<file path="config.mk">
export PLATFORM = sky130hd
export DESIGN_NAME = i2s_rx_dma_ctrl
export DESIGN_NICKNAME = d
export VERILOG_FILES = /design/src/rtl/i2s_rx_dma_ctrl.sv
export SDC_FILE = /design/constraint.sdc
export NUM_CORES = 1
export LEC_CHECK = 0
export CAP_MARGIN = 20
export CORE_MARGIN = 4
export CORE_UTILIZATION = 50
export CTS_CLUSTER_SIZE = 20
export DETAILED_ROUTE_END_ITERATION = 10
export PLACE_DENSITY = 0.85
export SETUP_SLACK_MARGIN = 0.2
export SYNTH_ARGS = -nofsm -noshare
export SYNTH_HDL_FRONTEND = slang
export SYNTH_SLANG_ARGS = --single-unit
</file>
<file path="constraint.sdc">
create_clock -name clk -period 5.4 [get_ports clk]
set_clock_uncertainty 0.15 [all_clocks]
set_input_delay 0.81 -clock clk [delete_from_list [all_inputs] [get_ports clk]]
set_output_delay 0.81 -clock clk [all_outputs]
set_load 0.01 [all_outputs]
</file>
<file path="src/rtl/i2s_rx_dma_ctrl.sv">
// rtl/i2s_rx_dma_ctrl.sv - I2S RX FIFO drain/burst scheduler onto a valid/ready stream
// Optional 16-bit sample packing under `I2S_RX_DMA_PACK16_EN.
module i2s_rx_dma_ctrl #(
    parameter int TO_W  = 16,
    parameter int CNT_W = 16
) (
    input  logic             clk,
    input  logic             rst_n,
    input  logic             en,
    input  logic [4:0]       burst_len,
    input  logic [TO_W-1:0]  timeout,
    input  logic             fifo_empty,
    input  logic             fifo_full,
    input  logic [4:0]       fifo_level,
    input  logic [31:0]      fifo_rdata,
`ifdef I2S_RX_DMA_PACK16_EN
    input  logic             pack16,
`endif
    output logic             fifo_rd,
    output logic             m_valid,
    output logic [31:0]      m_data,
    output logic             m_last,
    input  logic             m_ready,
    output logic             busy,
    output logic             flush_pulse,
    output logic [CNT_W-1:0] burst_count
);

    typedef enum logic [1:0] {S_IDLE, S_WAIT, S_BURST} state_t;

    localparam logic [TO_W-1:0]  TO_ONE  = 1;
    localparam logic [CNT_W-1:0] CNT_ONE = 1;

    state_t          state;
    logic [5:0]      beats_left;
    logic [TO_W-1:0] to_cnt;

    logic [5:0]  eff_level;
    logic [4:0]  target;
    logic        out_free;
    logic        out_hs;
    logic        go_full;
    logic        go_flush;
    logic        in_burst;
    logic        load;
    logic [31:0] load_data;
    logic [5:0]  full_words;
    logic [5:0]  flush_words;

    // A full FIFO reports level 0, so occupancy needs the extra bit.
    assign eff_level = fifo_full ? 6'd32 : {1'b0, fifo_level};
    assign target    = (burst_len == 5'd0) ? 5'd1 : burst_len;
    assign out_free  = !m_valid || m_ready;
    assign out_hs    = m_valid && m_ready;
    assign in_burst  = (state == S_BURST) && (beats_left != 6'd0) && !fifo_empty;
    assign busy      = (state != S_IDLE);
    assign full_words = {1'b0, target};

`ifdef I2S_RX_DMA_PACK16_EN
    logic        have_lo;
    logic [15:0] lo_q;
    logic [5:0]  samp_left;
    logic        pop_lo;
    logic        pop_hi;
    logic        thresh_hit;

    // Packed mode: first sample parks in lo_q, second sample (or a lone odd one) loads the output.
    assign pop_lo      = pack16 && in_burst && !have_lo && (samp_left >= 6'd2);
    assign pop_hi      = pack16 && in_burst && out_free && (have_lo || samp_left == 6'd1);
    assign load        = pack16 ? pop_hi : (in_burst && out_free);
    assign fifo_rd     = pack16 ? (pop_lo || pop_hi) : load;
    assign load_data   = !pack16 ? fifo_rdata :
                         have_lo ? {fifo_rdata[15:0], lo_q} : {16'h0000, fifo_rdata[15:0]};
    assign thresh_hit  = pack16 ? (eff_level >= {target, 1'b0}) : (eff_level >= {1'b0, target});
    assign flush_words = pack16 ? ((eff_level + 6'd1) >> 1) : eff_level;
`else
    logic thresh_hit;

    assign load        = in_burst && out_free;
    assign fifo_rd     = load;
    assign load_data   = fifo_rdata;
    assign thresh_hit  = (eff_level >= {1'b0, target});
    assign flush_words = eff_level;
`endif

    assign go_full  = (state == S_WAIT) && en && thresh_hit;
    assign go_flush = (state == S_WAIT) && en && !thresh_hit && (timeout != '0) &&
                      !fifo_empty && (to_cnt == timeout - TO_ONE);

    always_ff @(posedge clk or negedge rst_n) begin
        if (!rst_n) begin
            state       <= S_IDLE;
            beats_left  <= 6'd0;
            to_cnt      <= '0;
            m_valid     <= 1'b0;
            m_data      <= 32'h0;
            m_last      <= 1'b0;
            flush_pulse <= 1'b0;
            burst_count <= '0;
        end else begin
            flush_pulse <= 1'b0;

            // A pop reloads the output register even when the old beat is handshaking.
            if (load) begin
                m_data     <= load_data;
                m_valid    <= 1'b1;
                m_last     <= (beats_left == 6'd1);
                beats_left <= beats_left - 6'd1;
            end else if (out_hs) begin
                m_valid <= 1'b0;
                m_last  <= 1'b0;
            end

            case (state)
                S_IDLE: begin
                    to_cnt <= '0;
                    if (en) begin
                        state <= S_WAIT;
                    end
                end
                S_WAIT: begin
                    if (!en) begin
                        state  <= S_IDLE;
                        to_cnt <= '0;
                    end else if (go_full) begin
                        state      <= S_BURST;
                        beats_left <= full_words;
                        to_cnt     <= '0;
                    end else if (go_flush) begin
                        state       <= S_BURST;
                        beats_left  <= flush_words;
                        flush_pulse <= 1'b1;
                        to_cnt      <= '0;
                    end else if (fifo_empty) begin
                        to_cnt <= '0;
                    end else begin
                        to_cnt <= to_cnt + TO_ONE;
                    end
                end
                S_BURST: begin
                    if (out_hs && m_last) begin
                        burst_count <= burst_count + CNT_ONE;
                        state       <= en ? S_WAIT : S_IDLE;
                    end
                end
                default: state <= S_IDLE;
            endcase
        end
    end

`ifdef I2S_RX_DMA_PACK16_EN
    always_ff @(posedge clk or negedge rst_n) begin
        if (!rst_n) begin
            have_lo   <= 1'b0;
            lo_q      <= 16'h0;
            samp_left <= 6'd0;
        end else if (go_full || go_flush) begin
            have_lo   <= 1'b0;
            samp_left <= go_full ? {target, 1'b0} : eff_level;
        end else if (pop_lo) begin
            have_lo   <= 1'b1;
            lo_q      <= fifo_rdata[15:0];
            samp_left <= samp_left - 6'd1;
        end else if (pop_hi) begin
            have_lo   <= 1'b0;
            samp_left <= samp_left - 6'd1;
        end
    end
`endif

endmodule

</file>
==> reports/summary.txt <==
Outcome - finished, final reports clean
Drt pass-1 iters - 4
Register area share after synthesis - 0.450
R2R cell count - 8
Area share of the largest cell type after synthesis - 0.450
Async SR Flop Fraction - 1.00
Final ANT Viol Nets - 0
Leakage power - 2.26 nW
Arr. time, crit path - 4.23 ns
Tmin final - 4.14 ns
CTS-repair resized insts - 0
Clk buf depth - 2
RSZ-0062 raised after global routing - false
Drt drc - 0
Crit end category - flop
Largest net degree at the start of global routing - 76
Worst-path fanout max - 13
Post-synthesis register bit count - 75
Post-DP HPWL - 7.90 mm
Fmax - 241 MHz
R2R Setup Slk - 2.45 ns
Reg area - 1880 µm²
Initial antenna violation count - 0
Initial DRC Count - 215
Critical path class - in -> reg
I/O pin cnt - 117
Max Cap Violations - 0
Area growth from synthesis to layout - 34.2%
VDD IR max - 0.000229 V
GR Overflow Total - 0
CTS tree - yes
Htree depth - 3
Routed WL - 10.5 mm
Row cnt - 33
CTS Hold Bufs - 0
Hold_ws - 0.347 ns
Post-synth EDFFs - 0
# fillers - 599
Post-synthesis average cell area - 10.7 µm²
Startpoint types - primary input
Worst r2r dst - beats_left[4]$_DFF_PN0_
Clk_lat worst skew - 0.34 ns
Post-synth top flop - dfrtp_1
Final Hold Viols - 0
Worst setup startpoint - burst_len[3]
Yosys top cell by area - dfrtp_1
Fin area - 5600 µm²
Worst r2r src - state[1]$_DFFE_PN0P_
CTS Sinks - 75
Ranking of synthesized cells by area - dfrtp_1, mux2_2, xnor2_1
Yosys warns - 0
Worst hold-check path type - reg -> reg
CTS buffer count - 9
Starting Density - 0.510
Tcrit/Tclk final - 0.767
Die width - 99.3 µm
Ant. Diodes - 0
Core area - 8180 µm²
Post-Syn Area - 4170 µm²
Layout cells sized above 1 - 0.141
Worst Setup EP - to_cnt[13]$_DFFE_PN0P_
Max-Slew Margin vs Limit - 0.359
Vias/cell - 5.51
Wirelength per Cell - 17.0 µm
Most common cell in the netlist - dfrtp_1
Multi-input gate area - 2190 µm²
Slew @ Worst Pin - 0.962 ns
Gate Count Post-Synth - 388
Syn Nets - 464
Final Net Count - 583
CP required - 5.49 ns
Die Height - 99.3 µm
Final setup fails - 0
Port Buffers - 116
Vias in the first global route - 3498
Post-CTS Setup Repair Bufs - 0
Synth top cells by count - dfrtp_1, nand2_1, mux2_2
CTS root buf - clkbuf_8
Placed cell areas - 5430 µm²
CTS clock-pin slew for the worst setup and hold paths - 0.07 ns
RePlAce Congestion - 0.821
Setup TNS Final - 0 ns
GRT Total Usage - 0.216
Power Density - 346 nW/µm²
Yosys cell types - 58
First-pass GRT wire length - 17.2 mm
Die area - 9860 µm²
Final slew viol count - 0
Vias - 3392
## report_power, final
group / total (W) / leakage (nW) / internal, W / switching, W
Combinational: 0.000727 / 1.21 / 0.000438 / 0.000289
Clock: 0.000377 / 0.0839 / 0.000174 / 0.000202
Sequential: 0.000831 / 0.967 / 0.000716 / 0.000115
Total: 0.00193 / 2.26 / 0.00133 / 0.000607
## cells by family (layout without fill, tap and decap cells)
logic type / after synthesis / after routing / synth area share
AOI/OAI and AO/OA: 49 / 49 / 0.112
xor gates and xnor gates: 40 / 40 / 0.0840
adders and majority gates: 12 / 12 / 0.0360
buffers and inverters: 26 / 149 / 0.0264
DFF: 75 / 75 / 0.450
muxes: 37 / 37 / 0.0990
and+or+nand+nor: 149 / 149 / 0.192
## through the flow
stage,cells,worst slack (ns),power [W],utilization
floorplan,388,2.14,0.00114,-
global route,616,1.10,0.00204,0.685
detailed placement,601,0.962,0.00156,0.664
global placement,601,1.09,0.00152,0.664
finish,616,1.26,0.00193,0.685
CTS,616,1.31,0.00195,0.685
## critical path, stage by stage
cell             delay (ns)
clkdlybuf4s50_1        0.47
inv_1                  0.06
a41o_1                 0.26
ha_1                   0.28
nand2b_1               0.14
a21o_1                 0.17
a21oi_1                0.14
o21ai_0                0.28
or3_1                  0.45
a21oi_1                0.76
nand3_1                0.26
o311ai_4               0.15
## per-layer routing
metal  share of wire  vias to the layer above  global-route usage
met5               0                        -                   0
met1            0.41                     1661               0.273
met3           0.035                       19              0.0463
met4           0.023                        0              0.0651
met2            0.53                       78               0.372
li1                -                     1634                   -
## worst min path at each step
stage,from,end,cells past startpoint
after global placement,burst_count[15]$_DFFE_PN0P_,burst_count[15]$_DFFE_PN0P_,1
after detailed placement,burst_count[9]$_DFFE_PN0P_,burst_count[9]$_DFFE_PN0P_,1
final,burst_count[13]$_DFFE_PN0P_,burst_count[13]$_DFFE_PN0P_,1
after global routing,burst_count[15]$_DFFE_PN0P_,burst_count[15]$_DFFE_PN0P_,1
after CTS,burst_count[13]$_DFFE_PN0P_,burst_count[13]$_DFFE_PN0P_,1
after floorplan,rst_n,beats_left[0]$_DFF_PN0_,0
## sequential cells by signal (all words and copies together), names as in the netlist
signal       flops
beats_left       6
burst_count     16
flush_pulse      1
m_data          32
m_last           1
m_valid          1
state            2
to_cnt          16
## cell type report
type                            instances  area share
Tap cell                              105      0.0235
Clock inverter                          5     0.00537
Clock buffer                           10      0.0246
Multi-Input combinational cell        287       0.391
Inverter                               16      0.0107
Timing Repair Buffer                  118       0.209
Sequential cell                        75       0.335
## cell usage in the layout, fill, tap and decap left out, types with 10 or more instances in the layout
cell type,n
xnor2_1,27
nand2_1,41
nand3_1,21
nor3_1,10
nor2_1,20
clkbuf_8,10
mux2_2,34
inv_1,16
nand2b_1,12
ha_1,12
clkdlybuf4s50_1,115
xor2_1,13
dfrtp_1,75
Note: power is estimated with default switching activity, not from simulation.
